<file path="src/rtl/pc_fetch.sv">
// pc_fetch: RV32I fetch stage. It holds the PC, drives the instruction-memory handshake and owns the IF/ID register.
// Optional macro FETCH_MISALIGN_EN adds MisalignD_o and passes PCTargetE_i through unmasked.
module pc_fetch #(
  parameter int                    DATA_WIDTH   = 32,
  parameter logic [DATA_WIDTH-1:0] RESET_VECTOR = 32'h0000_0000
) (
  input  logic                  clk_i,
  input  logic                  rst_i,
  input  logic                  PCSrcE_i,
  input  logic [DATA_WIDTH-1:0] PCTargetE_i,
  input  logic [DATA_WIDTH-1:0] PCPlus4F_i,
  input  logic                  StallF_i,
  input  logic                  StallD_i,
  input  logic                  FlushD_i,
  output logic [DATA_WIDTH-1:0] PCF_o,
  output logic                  IMemReq_o,
  output logic [DATA_WIDTH-1:0] IMemAddr_o,
  input  logic                  IMemReady_i,
  input  logic [DATA_WIDTH-1:0] IMemRData_i,
  output logic [DATA_WIDTH-1:0] InstrD_o,
  output logic [DATA_WIDTH-1:0] PCD_o,
  output logic [DATA_WIDTH-1:0] PCPlus4D_o,
  output logic                  ValidD_o,
  output logic                  FetchBusy_o
`ifdef FETCH_MISALIGN_EN
  ,
  output logic                  MisalignD_o
`endif
);

  // state | meaning
  // FETCH | request at PC; accept, redirect or capture into the hold buffer
  // DROP  | wrong-path request outstanding; its response is discarded
  // HOLD  | word parked in the hold buffer while StallF is asserted
  typedef enum logic [1:0] {S_FETCH, S_DROP, S_HOLD} state_t;

  localparam logic [DATA_WIDTH-1:0] NOP = DATA_WIDTH'(32'h0000_0013);

  state_t                r_state;
  logic [DATA_WIDTH-1:0] r_pc;
  logic [DATA_WIDTH-1:0] r_hold;
  logic [DATA_WIDTH-1:0] r_redir;
  logic [DATA_WIDTH-1:0] r_instrd;
  logic [DATA_WIDTH-1:0] r_pcd;
  logic [DATA_WIDTH-1:0] r_pc4d;
  logic                  r_validd;

  logic [DATA_WIDTH-1:0] w_target;
  logic                  w_req;
  logic                  w_hs;
  logic                  w_deliver;
  logic [DATA_WIDTH-1:0] w_dlv_instr;

`ifdef FETCH_MISALIGN_EN
  logic r_misd;
  assign w_target    = PCTargetE_i;
  assign MisalignD_o = r_misd;
`else
  assign w_target = PCTargetE_i & ~DATA_WIDTH'(3);
`endif

  // The request is held low during reset even though the state is already FETCH.
  assign w_req       = (r_state != S_HOLD) && !rst_i;
  assign w_hs        = w_req && IMemReady_i;
  assign w_deliver   = !PCSrcE_i && !StallF_i &&
                       (((r_state == S_FETCH) && w_hs) || (r_state == S_HOLD));
  assign w_dlv_instr = (r_state == S_HOLD) ? r_hold : IMemRData_i;

  assign PCF_o       = r_pc;
  assign IMemReq_o   = w_req;
  assign IMemAddr_o  = r_pc;
  assign FetchBusy_o = w_req && !IMemReady_i;
  assign InstrD_o    = r_instrd;
  assign PCD_o       = r_pcd;
  assign PCPlus4D_o  = r_pc4d;
  assign ValidD_o    = r_validd;

  always_ff @(posedge clk_i or posedge rst_i) begin
    if (rst_i) begin
      r_state <= S_FETCH;
      r_pc    <= RESET_VECTOR;
      r_hold  <= '0;
      r_redir <= '0;
    end else begin
      case (r_state)
        S_FETCH: begin
          if (w_hs) begin
            if (PCSrcE_i) begin
              r_pc <= w_target;
            end else if (!StallF_i) begin
              r_pc <= PCPlus4F_i;
            end else begin
              r_hold  <= IMemRData_i;
              r_state <= S_HOLD;
            end
          end else if (PCSrcE_i) begin
            r_redir <= w_target;
            r_state <= S_DROP;
          end
        end
        S_DROP: begin
          if (w_hs) begin
            r_pc    <= PCSrcE_i ? w_target : r_redir;
            r_state <= S_FETCH;
          end else if (PCSrcE_i) begin
            r_redir <= w_target;
          end
        end
        S_HOLD: begin
          if (PCSrcE_i) begin
            r_pc    <= w_target;
            r_state <= S_FETCH;
          end else if (!StallF_i) begin
            r_pc    <= PCPlus4F_i;
            r_state <= S_FETCH;
          end
        end
        default: r_state <= S_FETCH;
      endcase
    end
  end

  always_ff @(posedge clk_i or posedge rst_i) begin
    if (rst_i) begin
      r_instrd <= NOP;
      r_pcd    <= '0;
      r_pc4d   <= '0;
      r_validd <= 1'b0;
`ifdef FETCH_MISALIGN_EN
      r_misd   <= 1'b0;
`endif
    end else if (FlushD_i) begin
      r_instrd <= NOP;
      r_validd <= 1'b0;
`ifdef FETCH_MISALIGN_EN
      r_misd   <= 1'b0;
`endif
    end else if (StallD_i) begin
      r_instrd <= r_instrd;
    end else if (w_deliver) begin
      r_instrd <= w_dlv_instr;
      r_pcd    <= r_pc;
      r_pc4d   <= PCPlus4F_i;
      r_validd <= 1'b1;
`ifdef FETCH_MISALIGN_EN
      r_misd   <= |r_pc[1:0];
`endif
    end else begin
      r_instrd <= NOP;
      r_validd <= 1'b0;
`ifdef FETCH_MISALIGN_EN
      r_misd   <= 1'b0;
`endif
    end
  end

endmodule

</file>
<file path="config.mk">
export PLATFORM = sky130hd
export DESIGN_NAME = pc_fetch
export DESIGN_NICKNAME = d
export VERILOG_FILES = /design/src/rtl/pc_fetch.sv
export SDC_FILE = /design/constraint.sdc
export NUM_CORES = 1
export LEC_CHECK = 0
export CAP_MARGIN = 20
export CORE_ASPECT_RATIO = 1.2
export CORE_MARGIN = 2
export CORE_UTILIZATION = 40
export DETAILED_ROUTE_END_ITERATION = 10
export GPL_ROUTABILITY_DRIVEN = 0
export PLACE_DENSITY = 0.7
export SYNTH_ARGS = -nofsm -noshare
export SYNTH_HDL_FRONTEND = slang
export SYNTH_SLANG_ARGS = --single-unit
</file>
<file path="constraint.sdc">
create_clock -name clk_i -period 9.6 [get_ports clk_i]
set_input_delay 0.96 -clock clk_i [delete_from_list [all_inputs] [get_ports clk_i]]
set_output_delay 0.96 -clock clk_i [all_outputs]
set_load 0.03 [all_outputs]
</file>
==> results of run 1 <==
worst max-delay path: cells and delay by family:
kind / cells / cell delay [ns]
buf+inv: 2 / 1.30
simple gates: 1 / 0.31
cell usage after synthesis (all sizes together):
master  instances
o31ai           2
or3b            1
buf            49
nor2            5
nor3            2
dfrtp         192
nand3           1
inv             1
nand2          64
clkbuf         22
dfstp           3
nand2b          4
mux2i          61
or3             1
nor2b           5
mux2          159
o211ai          1
o22a            3
and2            1
o21ai          59
area by class of cell:
cell class | count | area [µm²]
clock buffers | 18 | 439
inverters | 1 | 11.3
clock inverters | 13 | 144
flip-flops and latches | 195 | 4880
fillers | 1806 | 9220
repair buffers | 271 | 2700
well taps | 270 | 338
multi-input cells | 369 | 3240
cells in the final DEF, fill, tap and decap left out, drive strengths merged, types with 6 or more instances in the layout:
cell type      count
buf                9
clkbuf            18
clkdlybuf4s50    262
clkinv             6
dfrtp            192
inv                6
mux2             159
mux2i             61
nand2             64
o21ai             59
worst max-delay path by stage:
| stage | startpoint | to | slack (ns) | cells after the start |
|---|---|---|---|---|
| 2_1_floorplan | rst_i | IMemAddr_o[0] | 3.33 | 1 |
| 3_3_place_gp | rst_i | PCD_o[6] | 5.94 | 6 |
| 3_5_place_dp | rst_i | PCD_o[10] | 5.92 | 6 |
| 4_1_cts | rst_i | FetchBusy_o | 6.04 | 3 |
| 5_1_grt | rst_i | FetchBusy_o | 5.99 | 3 |
| 6_report | rst_i | FetchBusy_o | 6.07 | 3 |
sequential cells by signal, indices dropped and copies added (netlist names):
signal,cells
IMemAddr_o,32
PCD_o,32
ValidD_o,1
r_state,2
r_redir,32
InstrD_o,32
r_hold,32
PCPlus4D_o,32
power breakdown:
part	internal [µW]	switching [µW]	total, µW
sequential	948	82.7	1030
combinational	337	349	686
clock	374	333	707
logic make-up (layout without fill, tap and decap cells):
family	count (synthesis)	after routing	share of synthesized area
compound gates	65	65	0.0403
buf+inv	72	303	0.0512
flops	195	195	0.573
mux	220	220	0.295
simple gates	84	84	0.0412
stage by stage:
step | std cells | instance area (µm²) | utilization
floorplan | 636 | 8530 | -
global placement | 1105 | 11100 | 0.532
detailed placement | 1105 | 11100 | 0.532
CTS | 1136 | 11700 | 0.559
global route | 1137 | 11800 | 0.560
finish | 1137 | 11800 | 0.560
layer usage:
metal / up-vias / track usage
li1: 2620 / -
met1: 2814 / 0.230
met2: 157 / 0.305
met3: 14 / 0.0608
met4: 0 / 0.0445
met5: - / 0
==> run_results.csv, run 1 <==
group,metric,value,unit
clock_tree,cts_setup_buffers,0,
setup_path,critical_path_class,"in -> out",
clock_tree,clockRootBuffer,"clkbuf_16",
setup_path,crit_slowest_cell,"clkdlybuf4s50_1",
drt,wl_met1,8790,µm
setup_path,cp_max_fo,5,
drt,wl,20500,µm
logic_synthesis,synth.area.top_cells,"dfrtp_1 56%, mux2_2 17%, mux2i_1 7.2%, mux2_4 5.3%, o21ai_0 3.5%",
setup_path,reg2reg_depth,4,
drt,met3_length,1430,µm
logic_synthesis,yosysWarnings,0,
drt,drt_drc_violations_left,0,
drt,highest_layer,"met4",
clock_tree,holdBufCountCts,0,
floorplan,core_area,21000,µm²
hold_path,min_to,"InstrD_o[18]",
sta,skew,0.00879,ns
final_layout,nets,958,
clock_tree,path_clk_slew,0.08,ns
setup_path,reg2reg_from,"r_state[1]",
final_layout,diodes,0,
placement,post-dp-hpwl,13400,µm
logic_synthesis,synth_cell_type_count,24,
hold_path,hold_start,"InstrD_o[18]",
placement,preCtsSetupSlack,5.92,ns
clock_tree,cts_buffers,17,
drt,drt_first_pass_iters,4,
setup_path,worstReg2RegEnd,"PCD_o[0]",
grt,grt_pass1_wl,31800,µm
drt,avgViaCountPerCell,4.93,
sta,slew_headroom,0.321,
logic_synthesis,yosysTopAreaCell,"dfrtp_1",
sta,min_period,3.53,ns
drt,num_vias,5605,
sta,worstMarginPinSlew,1.02,ns
floorplan,die_h,164,µm
logic_synthesis,avgSynthCellArea,13.4,µm²
setup_path,cpMostUsedCell,"clkdlybuf4s50_1",
logic_synthesis,synth-seq-area-share,0.573,
setup_path,r2r_slack,7.27,ns
setup_path,arrival,2.57,ns
drt,dr_wl_met2,10000,µm
floorplan,row_count,58,
sta,whs,0.480,ns
setup_path,required,8.64,ns
grt,grt_max_degree,124,
final_layout,drive_above_1_share,0.240,
sta,grt_setup_unrepaired,"false",
clock_tree,htree_levels,4,
floorplan,die-area,22500,µm²
status,status,"complete, no violations",
hold_path,min_delay_path_depth,2,
sta,tns,0,ns
logic_synthesis,synth_nets,739,
drt,post_drt_wl_per_cell,18.0,µm
logic_synthesis,syn_area,8530,µm²
clock_tree,clock-sinks,195,
grt,grt_pass1_vias,5827,
pwr,peakVddDrop,123,µV
sta,final.period_utilization,0.367,
clock_tree,cts_buffer_depth,2,
clock_tree,clk_latency,0.42,ns
logic_synthesis,synthCells,636,
grt,grt.total_usage,0.183,
placement,port_buffers,263,
floorplan,io_pins,266,
setup_path,end_kind,"output pin",
floorplan,die_w,137,µm
clock_tree,cts_tree,"done",
grt,antenna_found_initial,0,
setup_path,slowest_delay,0.72,ns
pwr,power.total,2420,µW
sta,max_freq,284,MHz
sta,drv_slew,0,
setup_path,path_cells,"clkdlybuf4s50_1 > nor3_1 > clkdlybuf4s50_1",
pwr,p_leak,0.00520,µW
setup_path,worstSetupStartpointType,"primary input",
final_layout,area_growth,37.8,%
clock_tree,ctsResizeCount,0,
hold_path,worstHoldPathType,"reg -> reg",
drt,antenna_left,0,
pwr,cellPowerDensity,206,nW/µm²
grt,grt_overflow,0,
sta,finalSetupViolations,0,
drt,first_iter_violations,192,
sta,finalHoldViolCount,0,
logic_synthesis,ys_ff_latch,195,
flow_run,maxCapViolCount,0,
sta,setup_slack,6.07,ns
logic_synthesis,synth_top_area_share,0.563,
floorplan,start_util,0.407,
No activity file was read; power rests on OpenSTA's default activity.
==> run 2: changes to the inputs <==
- PLACE_DENSITY: 0.7 -> 0.73
- clock period: 9.6 -> 3.2 ns (I/O delays scaled with it)
==> run 2 against run 1 <==
  * First-iteration DRC count is 1.6% lower
  * Die area stayed put
  * Non-clock buffer count is 5 higher
  * Wire length is 1.0% lower
  * Critical path type is now reg -> out
  * Highest routed layer unchanged
==> run_results.csv, run 2 (synthesis gave the netlist of run 1 again) <==
group,metric,value,unit
status,status,"complete, no violations",
clock_tree,ctsResizeCount,0,
grt,grt_pass1_wl,32300,µm
sta,max_freq,448,MHz
clock_tree,cts_buffers,17,
drt,avgViaCountPerCell,4.95,
final_layout,final_cells,1143,
drt,first_iter_violations,189,
sta,whs,0.398,ns
sta,drv_slew,0,
floorplan,io_pins,266,
setup_path,critical_path_class,"reg -> out",
final_layout,area_growth,38.1,%
floorplan,start_util,0.407,
drt,num_vias,5662,
sta,finalSetupViolations,0,
final_layout,fillers,1842,
setup_path,worstReg2RegEnd,"IMemAddr_o[26]",
sta,setup_slack,0.967,ns
floorplan,die-area,22500,µm²
grt,antenna_found_initial,0,
clock_tree,cts_tree,"done",
sta,grt_setup_unrepaired,"false",
sta,tns,0,ns
clock_tree,path_clk_slew,0.07,ns
sta,worstMarginPinSlew,0.928,ns
setup_path,endpoint,"FetchBusy_o",
flow_run,maxCapViolCount,0,
sta,slew_headroom,0.381,
setup_path,required,2.88,ns
setup_path,end_kind,"output pin",
setup_path,r2r_slack,1.13,ns
placement,dp_cells,1111,
floorplan,die_h,164,µm
pwr,peakVddDrop,356,µV
grt,grt_pass1_vias,5902,
final_layout,diodes,0,
grt,grt.total_usage,0.187,
setup_path,worstSetupStartpointType,"register",
drt,antenna_left,0,
sta,final.period_utilization,0.698,
clock_tree,clock-sinks,195,
placement,preCtsSetupSlack,0.605,ns
clock_tree,clockRootBuffer,"clkbuf_16",
floorplan,row_count,58,
drt,drt_first_pass_iters,4,
placement,post-dp-hpwl,13900,µm
clock_tree,cts_buffer_depth,2,
hold_path,worstHoldPathType,"in -> reg",
pwr,cellPowerDensity,610,nW/µm²
grt,grt_max_degree,84,
clock_tree,htree_levels,4,
final_layout,layout_commonest_cell,"clkdlybuf4s50_1",
sta,min_period,2.23,ns
pwr,p_leak,0.00518,µW
final_layout,final_cell_mix,"262 x clkdlybuf4s50_1, 192 x dfrtp_1, 128 x mux2_2",
final_layout,final_cell_area,11800,µm²
final_layout,drive_above_1_share,0.242,
sta,skew,0.0113,ns
clock_tree,cts_setup_buffers,0,
floorplan,core_area,21000,µm²
placement,place_area,11200,µm²
clock_tree,clk_latency,0.43,ns
sta,finalHoldViolCount,0,
final_layout,seqCellArea,4880,µm²
setup_path,cp-startpoint,"r_state[1]",
setup_path,reg2reg_from,"r_state[1]",
clock_tree,holdBufCountCts,0,
final_layout,multi_input_area,3240,µm²
drt,drt_drc_violations_left,0,
drt,wl,20300,µm
setup_path,reg2reg_depth,5,
setup_path,cp_max_fo,7,
floorplan,die_w,137,µm
final_layout,nets,963,
drt,post_drt_wl_per_cell,17.7,µm
grt,grt_overflow,0,
placement,port_buffers,263,
setup_path,arrival,1.91,ns
## run 2: cell type report
type / count / area share
Clock buffer: 21 / 0.0383
Clock inverter: 11 / 0.00818
Inverter: 1 / 0.000638
Multi-Input combinational cell: 369 / 0.275
Sequential cell: 195 / 0.415
Tap cell: 270 / 0.0287
Timing Repair Buffer: 276 / 0.235
## run 2: how the worst min path moves through the flow
stage / from / endpoint / slack, ns / depth (start not counted)
after floorplan: r_redir[4] / r_redir[4] / 0.45 / 1
after global placement: InstrD_o[7] / InstrD_o[7] / 0.46 / 2
after detailed placement: InstrD_o[5] / InstrD_o[5] / 0.47 / 2
after CTS: PCSrcE_i / IMemAddr_o[0] / 0.40 / 2
after global routing: PCSrcE_i / IMemAddr_o[0] / 0.41 / 2
final: PCSrcE_i / IMemAddr_o[0] / 0.40 / 2
## run 2: per-stage QoR
stage,utilization,total power (µW)
after global routing,0.561,7540
after detailed placement,0.535,5230
final,0.561,7180
after global placement,0.535,5180
after floorplan,-,4410
after CTS,0.561,7270
## run 2: report_power, final
group          total [µW]  internal (µW)  leakage, µW  switching, µW
Combinational        2060           1020      0.00243           1040
Sequential           3100           2840      0.00251            255
Clock                2020           1040     0.000248            986
Total                7180           4900      0.00518           2290
## run 2: worst max-delay path, cell delays in order, from the launching register on
cell             delay [ns]
dfrtp_1                0.43
nor2b_4                0.17
nor3_1                 0.18
clkdlybuf4s50_1        0.71
## run 2: per-layer routing
layer / vias to the layer above / wire length (µm) / track usage
met3: 16 / 1330 / 0.0497
met5: - / 0 / 0
met1: 2856 / 8480 / 0.233
li1: 2631 / - / -
met2: 159 / 10200 / 0.315
met4: 0 / 286 / 0.0595
==> run 3: changes to the inputs <==
- clock period: 3.2 -> 2 ns (I/O delays scaled with it)
==> run 3 against run 2 <==
  * First-iteration DRC count rose by 19%
  * Cell area rose by 1.9%
  * Via count rose by 0.83%
  * Flip-flop and latch count did not move
  * Utilization rose by 1.0 points
  * Critical path type is now reg -> reg
==> run_results.csv, run 3 (synthesis gave the netlist of run 1 again) <==
group,metric,value,unit
drt,antenna_left,0,
setup_path,required,2.30,ns
hold_path,worstHoldPathType,"in -> reg",
placement,port_buffers,263,
drt,post_drt_wl_per_cell,17.5,µm
sta,tns,0,ns
pwr,power.total,11500,µW
drt,drt_drc_violations_left,0,
hold_path,min_delay_path_depth,4,
pwr,clkPwrFrac,0.281,
grt,grt.total_usage,0.182,
final_layout,layout_commonest_cell,"clkdlybuf4s50_1",
pwr,p_leak,0.00532,µW
sta,finalHoldViolCount,0,
floorplan,start_util,0.407,
status,status,"complete, no violations",
drt,first_iter_violations,224,
placement,dp_cells,1122,
grt,grt_pass1_wl,31800,µm
final_layout,post-route-util,0.572,
final_layout,fillers,1749,
floorplan,io_pins,266,
final_layout,drive_above_1_share,0.251,
sta,max_freq,539,MHz
final_layout,final_cell_mix,"260 x clkdlybuf4s50_1, 192 x dfrtp_1, 128 x mux2_2",
setup_path,worstSetupStartpointType,"register",
setup_path,arrival,2.16,ns
sta,min_period,1.86,ns
grt,antenna_found_initial,0,
pwr,peakVddDrop,577,µV
clock_tree,clockRootBuffer,"clkbuf_16",
sta,worstMarginPinSlew,0.521,ns
sta,finalSetupViolations,0,
floorplan,die-area,22500,µm²
clock_tree,htree_levels,4,
sta,grt_setup_unrepaired,"false",
flow_run,maxCapViolCount,0,
setup_path,r2r_slack,0.14,ns
final_layout,diodes,0,
clock_tree,clk_latency,0.43,ns
clock_tree,holdBufCountCts,0,
floorplan,core_area,21000,µm²
drt,wl_met1,8580,µm
sta,whs,0.165,ns
clock_tree,cts_setup_buffers,0,
final_layout,final_cells,1154,
floorplan,die_h,164,µm
drt,avgViaCountPerCell,4.95,
clock_tree,cts_buffer_depth,2,
drt,wl,20200,µm
clock_tree,cts_tree,"done",
pwr,p_int,7860,µW
drt,num_vias,5709,
sta,slew_headroom,0.651,
final_layout,multi_input_area,3240,µm²
pwr,comb_power_share,0.290,
final_layout,seqCellArea,4880,µm²
floorplan,die_w,137,µm
final_layout,area_growth,40.6,%
setup_path,critical_path_class,"reg -> reg",
pwr,cellPowerDensity,962,nW/µm²
setup_path,cp_max_fo,16,
sta,skew,0.0126,ns
setup_path,end_kind,"register",
pwr,switching_share,0.319,
grt,grt_max_degree,50,
drt,highest_layer,"met4",
clock_tree,path_clk_slew,0.06,ns
drt,drt_first_pass_iters,4,
clock_tree,cts_buffers,17,
floorplan,row_count,58,
drt,met3_length,1330,µm
pwr,p_sw,3680,µW
drt,dr_wl_met2,10000,µm
sta,final.period_utilization,0.928,
clock_tree,clock-sinks,195,
final_layout,nets,974,
pwr,seqPwrFrac,0.429,
grt,grt_overflow,0,
placement,post-dp-hpwl,14400,µm
sta,drv_slew,0,
grt,grt_pass1_vias,5933,
setup_path,reg2reg_depth,4,
==> run 3: changes by cell type in the layout (fill, tap and decap cells not counted), sizes merged <==
| cell | previous run | this run |
|---|---|---|
| dlymetal6s2s | 0 | 1 |
| clkdlybuf4s50 | 262 | 260 |
| clkinv | 0 | 5 |
| clkinvlp | 7 | 4 |
| inv | 5 | 4 |
| buf | 14 | 25 |
| dlygate4sd2 | 0 | 1 |
| clkbuf | 21 | 20 |
==> run 3: layout make-up <==
type / count / share of cell area
clock inverter: 12 / 0.0101
timing repair buffer: 287 / 0.248
sequential: 195 / 0.407
inverter: 1 / 0.000626
multi-input combinational: 369 / 0.270
clock buffer: 20 / 0.0364
tap: 270 / 0.0282
==> run 3: repair_timing <==
action / in CTS / in global routing
hold endpoints to repair: 0 / 0
resized for setup: 1 / 1
endpoints found under the setup margin: 1 / 1
gates cloned: 0 / 0
==> run 3: worst paths after layout <==
check	from	to
worst max-delay path	r_state[0]	r_hold[10]
worst min-delay path	PCSrcE_i	r_state[1]
worst max register to register	r_state[0]	r_hold[10]
worst min register to register	InstrD_o[21]	InstrD_o[21]
max in group asynchronous	rst_i	InstrD_o[0]
min in group asynchronous	rst_i	r_hold[11]
==> run 3: power by group through the flow <==
stage | Clock (µW) | Combinational [µW] | Sequential, µW
after floorplan | 0 | 1450 | 5610
after global placement | 0 | 3330 | 5010
after detailed placement | 0 | 3370 | 5030
after CTS | 3330 | 3380 | 4960
after global routing | 3500 | 3530 | 5040
final | 3240 | 3340 | 4960
==> run 3: through the flow <==
| stage | worst slack (ns) | cell area, µm² |
|---|---|---|
| floorplan | -0.716 | 8530 |
| finish | 0.144 | 12000 |
| CTS | 0.0166 | 12000 |
| global placement | -0.184 | 11400 |
| detailed placement | -0.191 | 11400 |
| global route | 0.0817 | 12000 |
==> run 3: critical path: stages (launching register included) <==
cell and delay (ns):
dfrtp_1 0.37, or3b_1 0.38, or3_2 0.49, buf_12 0.20
mux2_4 0.30
==> run 3: metal layers <==
layer  vias up  global-route usage
met3        20              0.0478
met2       173               0.308
met4         0              0.0544
li1       2654                   -
met5         -                   0
met1      2862               0.227
